<file path="src/rtl/mcu_block_sequencer.sv">
// mcu_block_sequencer
// Sequences entropy decoding of baseline-JPEG 8x8 blocks behind the Huffman
// symbol decoder. Accepts (run, size, raw value) symbols, applies DC
// prediction and sign extension, and emits all 64 zigzag coefficients of each
// block through a valid/ready output register. Blocks follow the MCU order:
// Y_BLOCKS luma blocks, then one Cb block, then one Cr block.
//
// Ports
//   clk_in, rst_in          clock, synchronous active-high reset
//   sym_valid_in/ready_out  symbol handshake (ready is registered)
//   sym_run_in/size_in/value_in  symbol fields
//   table_sel_out           {chroma block, AC phase} to the Huffman decoder
//   restart_in              restart marker: clear predictors, restart MCU
//   coef_valid_out/ready_in coefficient handshake
//   coef_data_out/index_out/comp_out  coefficient, zigzag index, component
//   block_done_out          pulse on handshake of k=63
//   mcu_done_out            pulse on handshake of k=63 of the Cr block
//   error_out               sticky run-overflow flag
module mcu_block_sequencer #(
   parameter int Y_BLOCKS = 4
) (
   input  logic        clk_in,
   input  logic        rst_in,
   input  logic        sym_valid_in,
   output logic        sym_ready_out,
   input  logic [3:0]  sym_run_in,
   input  logic [3:0]  sym_size_in,
   input  logic [11:0] sym_value_in,
   output logic [1:0]  table_sel_out,
   input  logic        restart_in,
   output logic        coef_valid_out,
   input  logic        coef_ready_in,
   output logic [11:0] coef_data_out,
   output logic [5:0]  coef_index_out,
   output logic [1:0]  comp_out,
   output logic        block_done_out,
   output logic        mcu_done_out,
   output logic        error_out
);

   typedef enum logic [2:0] {DC_WAIT, AC_WAIT, ZRUN, EMIT, FILL} state_t;

   localparam logic [2:0] CB_BLK = 3'(Y_BLOCKS);
   localparam logic [2:0] CR_BLK = 3'(Y_BLOCKS + 1);

   // JPEG magnitude-category decode: a clear top bit marks a negative value.
   function automatic logic signed [11:0] extend(input logic [3:0] size,
                                                 input logic [11:0] value);
      logic [12:0] pow2;
      logic [12:0] mag;
      logic [12:0] top;
      logic [12:0] res;
      pow2 = 13'd1 << size;
      mag  = {1'b0, value} & (pow2 - 13'd1);
      top  = mag >> (size - 4'd1);
      if (size == 4'd0)  res = '0;
      else if (top[0])   res = mag;
      else               res = mag - pow2 + 13'd1;
      return res[11:0];
   endfunction

   state_t             state_q, state_d;
   logic [5:0]         k_q, k_d;
   logic [4:0]         zeros_q, zeros_d;
   logic               pend_q, pend_d;
   logic signed [11:0] pend_val_q, pend_val_d;
   logic               last_q, last_d;      // k=63 loaded, waiting for its handshake
   logic [2:0]         blk_q, blk_d;
   logic signed [11:0] pred_q [3];
   logic signed [11:0] pred_d [3];
   logic               cv_q, cv_d;
   logic signed [11:0] cdata_q, cdata_d;
   logic [5:0]         cidx_q, cidx_d;
   logic [1:0]         ccomp_q, ccomp_d;
   logic               err_q, err_d;
   logic               sym_rdy_q, sym_rdy_d;

   logic [1:0] cur_comp;
   logic       hs, out_free, end_hs, accept;

   assign cur_comp = (blk_q < CB_BLK) ? 2'd0 : ((blk_q == CB_BLK) ? 2'd1 : 2'd2);
   assign hs       = cv_q && coef_ready_in;
   assign out_free = !cv_q || coef_ready_in;
   assign end_hs   = hs && (cidx_q == 6'd63);
   assign accept   = sym_valid_in && sym_rdy_q;

   always_comb begin
      logic [4:0]         z;
      logic               p;
      logic [6:0]         span;
      logic signed [11:0] dc_val;
      state_d    = state_q;
      k_d        = k_q;
      zeros_d    = zeros_q;
      pend_d     = pend_q;
      pend_val_d = pend_val_q;
      last_d     = last_q;
      blk_d      = blk_q;
      pred_d     = pred_q;
      cv_d       = cv_q && !coef_ready_in;
      cdata_d    = cdata_q;
      cidx_d     = cidx_q;
      ccomp_d    = ccomp_q;
      err_d      = err_q;
      z          = '0;
      p          = 1'b0;
      span       = '0;
      dc_val     = pred_q[cur_comp] + extend(sym_size_in, sym_value_in);

      case (state_q)
         DC_WAIT: begin
            if (accept) begin
               pred_d[cur_comp] = dc_val;
               cv_d    = 1'b1;
               cdata_d = dc_val;
               cidx_d  = 6'd0;
               ccomp_d = cur_comp;
               k_d     = 6'd1;
               state_d = AC_WAIT;
            end
         end
         AC_WAIT: begin
            if (accept) begin
               if (sym_run_in == 4'd0 && sym_size_in == 4'd0) begin
                  pend_d  = 1'b0;
                  state_d = FILL;
               end else begin
                  if (sym_run_in == 4'd15 && sym_size_in == 4'd0) begin
                     z = 5'd16;
                     p = 1'b0;
                  end else begin
                     z = {1'b0, sym_run_in};
                     p = 1'b1;
                  end
                  span = {1'b0, k_q} + {2'b0, z} + {6'b0, p};
                  if (span > 7'd64) begin
                     // Run would spill past k=63: flag it, discard the value
                     // and zero-fill so the block still completes.
                     err_d   = 1'b1;
                     pend_d  = 1'b0;
                     state_d = FILL;
                  end else begin
                     zeros_d    = z;
                     pend_d     = p;
                     pend_val_d = extend(sym_size_in, sym_value_in);
                     state_d    = (z == 5'd0) ? EMIT : ZRUN;
                  end
               end
            end
         end
         ZRUN: begin
            if (out_free && !last_q) begin
               cv_d    = 1'b1;
               cdata_d = '0;
               cidx_d  = k_q;
               ccomp_d = cur_comp;
               if (k_q == 6'd63) begin
                  last_d = 1'b1;
               end else begin
                  k_d     = k_q + 6'd1;
                  zeros_d = zeros_q - 5'd1;
                  if (zeros_q == 5'd1) state_d = pend_q ? EMIT : AC_WAIT;
               end
            end
         end
         EMIT: begin
            if (out_free && !last_q) begin
               cv_d    = 1'b1;
               cdata_d = pend_val_q;
               cidx_d  = k_q;
               ccomp_d = cur_comp;
               pend_d  = 1'b0;
               if (k_q == 6'd63) begin
                  last_d = 1'b1;
               end else begin
                  k_d     = k_q + 6'd1;
                  state_d = AC_WAIT;
               end
            end
         end
         FILL: begin
            if (out_free && !last_q) begin
               cv_d    = 1'b1;
               cdata_d = '0;
               cidx_d  = k_q;
               ccomp_d = cur_comp;
               if (k_q == 6'd63) last_d = 1'b1;
               else              k_d = k_q + 6'd1;
            end
         end
         default: state_d = DC_WAIT;
      endcase

      // The block ends only once coefficient 63 leaves the output register.
      if (end_hs) begin
         state_d = DC_WAIT;
         k_d     = 6'd0;
         last_d  = 1'b0;
         pend_d  = 1'b0;
         blk_d   = (blk_q == CR_BLK) ? 3'd0 : blk_q + 3'd1;
      end

      sym_rdy_d = ((state_d == DC_WAIT) || (state_d == AC_WAIT)) && !cv_d;

      if (restart_in) begin
         state_d    = DC_WAIT;
         k_d        = '0;
         zeros_d    = '0;
         pend_d     = 1'b0;
         pend_val_d = '0;
         last_d     = 1'b0;
         blk_d      = '0;
         pred_d     = '{default: '0};
         cv_d       = 1'b0;
         cdata_d    = '0;
         cidx_d     = '0;
         ccomp_d    = '0;
         err_d      = 1'b0;
         sym_rdy_d  = 1'b0;
      end
   end

   always_ff @(posedge clk_in) begin
      if (rst_in) begin
         state_q    <= DC_WAIT;
         k_q        <= '0;
         zeros_q    <= '0;
         pend_q     <= 1'b0;
         pend_val_q <= '0;
         last_q     <= 1'b0;
         blk_q      <= '0;
         pred_q     <= '{default: '0};
         cv_q       <= 1'b0;
         cdata_q    <= '0;
         cidx_q     <= '0;
         ccomp_q    <= '0;
         err_q      <= 1'b0;
         sym_rdy_q  <= 1'b0;
      end else begin
         state_q    <= state_d;
         k_q        <= k_d;
         zeros_q    <= zeros_d;
         pend_q     <= pend_d;
         pend_val_q <= pend_val_d;
         last_q     <= last_d;
         blk_q      <= blk_d;
         pred_q     <= pred_d;
         cv_q       <= cv_d;
         cdata_q    <= cdata_d;
         cidx_q     <= cidx_d;
         ccomp_q    <= ccomp_d;
         err_q      <= err_d;
         sym_rdy_q  <= sym_rdy_d;
      end
   end

   assign sym_ready_out  = sym_rdy_q;
   assign coef_valid_out = cv_q;
   assign coef_data_out  = cdata_q;
   assign coef_index_out = cidx_q;
   assign comp_out       = ccomp_q;
   assign error_out      = err_q;
   assign table_sel_out  = {cur_comp != 2'd0, state_q != DC_WAIT};
   assign block_done_out = end_hs && !restart_in && !rst_in;
   assign mcu_done_out   = block_done_out && (blk_q == CR_BLK);

endmodule

</file>
<file path="config.mk">
export PLATFORM = sky130hd
export DESIGN_NAME = mcu_block_sequencer
export DESIGN_NICKNAME = d
export VERILOG_FILES = /design/src/rtl/mcu_block_sequencer.sv
export SDC_FILE = /design/constraint.sdc
export NUM_CORES = 1
export LEC_CHECK = 0
export ABC_AREA = 1
export BUFFER_PORTS_ARGS = -buffer_cell sky130_fd_sc_hd__buf_2
export CAP_MARGIN = 40
export CORE_MARGIN = 5
export CORE_UTILIZATION = 55
export CTS_BUF_LIST = sky130_fd_sc_hd__clkbuf_2 sky130_fd_sc_hd__clkbuf_4 sky130_fd_sc_hd__clkbuf_8
export CTS_CLUSTER_SIZE = 40
export DETAILED_ROUTE_END_ITERATION = 8
export PLACE_DENSITY_LB_ADDON = 0.1
export SLEW_MARGIN = 15
export SYNTH_ARGS = -nofsm -noshare
export SYNTH_HDL_FRONTEND = slang
export SYNTH_SLANG_ARGS = --single-unit
</file>
<file path="constraint.sdc">
create_clock -name clk_in -period 7.45 [get_ports clk_in]
set_clock_uncertainty 0.15 [all_clocks]
set_input_delay 1.1175 -clock clk_in [delete_from_list [all_inputs] [get_ports clk_in]]
set_output_delay 1.1175 -clock clk_in [all_outputs]
set_load 0.005 [all_outputs]
</file>
# Word-level counts from Yosys, hierarchy flattened
# Cells that the tools add are included.
# totals
out_inout_bits	27
register_bits	90
inputBits	25
# classes
muxes	60
n_shift	2
n_eq_ne	21
n_reduce_logical	44
magnitude_cmp	4
addsub	10
bitwise_logic	4
# op_table
cell	count
two-way mux 12 bit	8
two-way mux 5 bit	9
bitwise mux 36 bit	1
case mux 12 bit (3 select lines)	1
two-way mux 3 bit	11
two-way mux 6 bit	5
binary-select mux 12 bit (select 2 bit)	1
demux 12 bit (select 2 bit)	1
case mux 6 bit (2 select lines)	2
inequality test 2 bit (second input constant)	8
AND reduction 4 bit	4
case mux 3 bit (5 select lines)	1
AND 12 x 13 -> 13 bit	1
left shift 1 x 4 -> 13 bit (first input constant)	1
right shift 13 x 4 -> 1 bit	1
subtractor 13 x 1 -> 13 bit (second input constant)	1
adder 12 x 1 -> 12 bit (second input constant)	1
adder 12 bit	1
equality test 6 bit (second input constant)	2
logical AND 1 bit	12
subtractor 12 bit	1
two-way mux 1 bit	11
two-way mux 2 bit	5
case mux 5 bit (2 select lines)	1
32 further kinds	55

# Longest topological paths before layout
# logic_depth
ltp_word	17
depth_mapped	33
ltp_nobuf	32

# Least setup slack after synthesis
# No wires, ideal clock.
# synth_path
kind	input to register
startpoint	input sym_size_in[0]
endpoint	register pred_q[11] in the netlist's numbering
slack_ns	1.650
arrival_time_ns	5.541
required_ns	7.191
stages	33
path_cell_list	clkinv_1 ha_1 nand2_4 clkbuf_1 ha_1 nand2_2 nor2_2 nand2_1 nand3_1 inv_1 ha_1 ha_1 nand2_1 o21ai_0 a21o_1 xor2_1 o211ai_1 inv_1 ha_1 nand2_1 nor3_1 nand2_1 o211ai_1 a21oi_1 o21bai_1 nand2_1 nand2_1 a21oi_1 inv_1 nand3_1 nand3_1 nand2_1 inv_1
# synth_via
elab_chain_len	9
elab_cells_between_ends	12
cone_classes	5 x add/sub; 2 x shift; 3 x mux; 1 x bitwise; 1 x reduce/logical
# synth_lines
element	line	text
start, declared	27	input logic [3:0] sym_size_in,
left shift 1 x 4 -> 13 bit	53	pow2 = 13'd1 << size;
subtractor 13 x 1 -> 13 bit	54	mag = {1'b0, value} & (pow2 - 13'd1);
AND 12 x 13 -> 13 bit	54	
subtractor 12 bit	58	else res = mag - pow2 + 13'd1;
adder 12 x 1 -> 12 bit	58	
two-way mux 12 bit	57	else if (top[0]) res = mag;
two-way mux 12 bit (*)	56	if (size == 4'd0) res = '0;
adder 12 bit (*)	108	dc_val = pred_q[cur_comp] + extend(sym_size_in, sym_value_in);
bitwise mux 36 bit (*)	113	pred_d[cur_comp] = dc_val;
end signal, assigned	247	pred_q <= pred_d;
end, declared	69	logic signed [11:0] pred_q [3];
# Every way passes the cells marked *; elsewhere a longest branch is shown, timed or not.
# A chain may end at the register's enable or synchronous reset.

# Worst setup path after layout
# Same ends and word-level chain as after synthesis.

==> reports/qor.yml <==
outcome: "finished, final reports clean"
p_per_area_mw_per_mm2: 176
diodes: 0
slowest_delay_ns: 0.38
cts_sinks: 90
grt_max_degree: 46
synthArstFlopShare: 0
layout_min_cycle_time_ns: 6.16
drive_gt1_frac: 0.132
nets: 1021
multi_input_area_mm2: 0.00369
via_per_inst: 5.43
setup_tns_ns: 0
portBuffers: 51
syn_area_mm2: 0.00617
synthMuxAreaShare: 0
yosysSeqAreaShare: 0.292
synthXorXnorAreaFrac: 0.0284
netlist_instances: 910
p_leak_nw: 3.33
slowest_stage: "ha_1"
synth_edf_count: 0
cts_tree: "done"
cts_buffers: 9
endpoint_kind: "register"
area_delta_synth_final_pct: 9.33
synth_warnings: 0
cts_resized: 0
placementRows: 38
finalHoldViolCount: 0
clk_pin_slew_ns: 0.09
drc: 0
syn-num-nets: 976
die_w_um: 116
synthDistinctLibCells: 51
dp_hpwl_mm: 11.9
clock.fmax_mhz: 162
hold_buffers: 0
grt_pass1_vias: 5558
worst_pin_slew_ns: 0.711
critPathMaxFanout: 18
wl_per_cell_um: 14.3
grt_use_total: 0.246
ys_ff_latch: 90
io_pins: 52
synth_compound_area_frac: 0.220
worst_path_most_repeated_cell: "nand2_1"
gr-total-overflow: 0
htreeDepth: 3
rsz0062_at_grt: "false"
gp_congestion: 0.893
maxSlewHeadroom: 0.524
synth_fa_ha_area_frac: 0.0880
clk_latency_ns: 0.37
synth_top_area_cell: "dfxtp_1"
synth_top_area_frac: 0.292
start_util: 0.564
fillers: 1098
grt_pass1_wl_mm: 26.8
most-common-layout-cells: "inv_1, nand2_1, a21oi_1, nor2_1, dfxtp_1"
required_ns: 7.62
cp.arrival_ns: 6.34
mostFrequentLayoutCell: "inv_1"
fin_util: 0.617
cap_violations: 0
synth_ff_type: "dfxtp_1"
startpoint_type: "input pin"
die_area_mm2: 0.0134
dr.pass1.iters: 5
max-vdd-ir-drop_mv: 0.163
clockRootBuffer: "clkbuf_8"
finalCritPeriodShare: 0.827
synth_top_family_by_area: "simple AND/OR/NAND/NOR gates"
ant_nets: 0
postCtsSetupRepairBufs: 0
avgSynthCellArea_um2: 6.78
synthTopCellsByArea: "dfxtp_1, a21oi_1, inv_1"
core-area_mm2: 0.0109
min_path_type: "register to register"
maxSlewViolCount: 0
setup_viol: 0
die_h_um: 116
path_class: "input pin to register"
vias: 5973
max-clock-path-buffers: 2
regArea_mm2: 0.00180
yosys.area_share.simple: 0.262
drt_wl_total_mm: 15.7
first_iter_violations: 421
antenna_found_initial: 0
-- cell usage after synthesis (all sizes together) (6+ instances only) --
cell type / n
a211oi: 9
a21oi: 115
buf: 10
clkbuf: 16
dfxtp: 90
ha: 37
inv: 143
nand2: 136
nand3: 62
nand4: 10
nor2: 114
nor3: 6
o21ai: 94
o22ai: 10
xor2: 18
-- report_power, final --
part | internal [W] | switching (W)
clock | 0.000165 | 0.000184
combinational | 0.000118 | 0.000229
sequential | 0.000486 | 0.00000301
total | 0.000768 | 0.000416
-- cell families after synthesis --
family,Yosys count
adder cells (fa/ha/maj),41
AND/OR/NAND/NOR,340
buffers and inverters,170
XOR/XNOR,20
AO/OA/AOI/OAI,249
flip-flops,90
-- worst max-delay path: cells and delay by family --
kind            cells  cell delay [ns]
compound gates      7             1.29
xor+xnor            1             0.06
fa+ha+maj           5             1.65
buf+inv             6             0.75
simple gates       14             1.44
-- metrics by stage --
step                      area, um2  hold WS (ns)  total power (W)  std cells  setup WS, ns
after floorplan                6170         0.279         0.000761        910          1.65
after global placement         6530         0.297         0.000842       1082          1.08
after detailed placement       6550         0.301         0.000842       1084          1.03
after CTS                      6750         0.315          0.00119       1099          1.40
after global routing           6750         0.328          0.00126       1099         0.726
final                          6750         0.312          0.00118       1099          1.29
-- layer usage --
layer  part of all wire  track usage  up-vias
li1                   -            -     3113
met3              0.050       0.0407       23
met1               0.49        0.343     2681
met4              0.021       0.0858        0
met2               0.44        0.386      156
met5                  0            0        -
-- layout make-up --
class / instances / share of cell area
clock buffer: 10 / 0.0204
clock inverter: 5 / 0.00927
inverter: 144 / 0.0820
multi-input combinational: 650 / 0.547
sequential: 90 / 0.267
tap: 140 / 0.0260
timing repair buffer: 60 / 0.0479
-- path summary, 6_finish.rpt --
check,start,to,slack (ns),cells past startpoint
hold / removal,error_out$_SDFFE_PP0P_,error_out$_SDFFE_PP0P_,0.31,2
setup / recovery,sym_size_in[0],pred_q[11]$_SDFFE_PP0P_,1.29,33
setup reg to reg,blk_q[2]$_SDFFE_PP0P_,coef_data_out[10]$_SDFFE_PP0P_,3.17,17
hold reg to reg,error_out$_SDFFE_PP0P_,error_out$_SDFFE_PP0P_,0.31,2
-- flip-flops by register name, indices dropped and copies added, names as in the netlist, 3 cells and up --
signal / cells
state_q: 3
pred_q: 36
coef_data_out: 12
pend_val_q: 12
k_q: 6
blk_q: 3
coef_index_out: 6
zeros_q: 5
(Power assumes the default switching activity.)
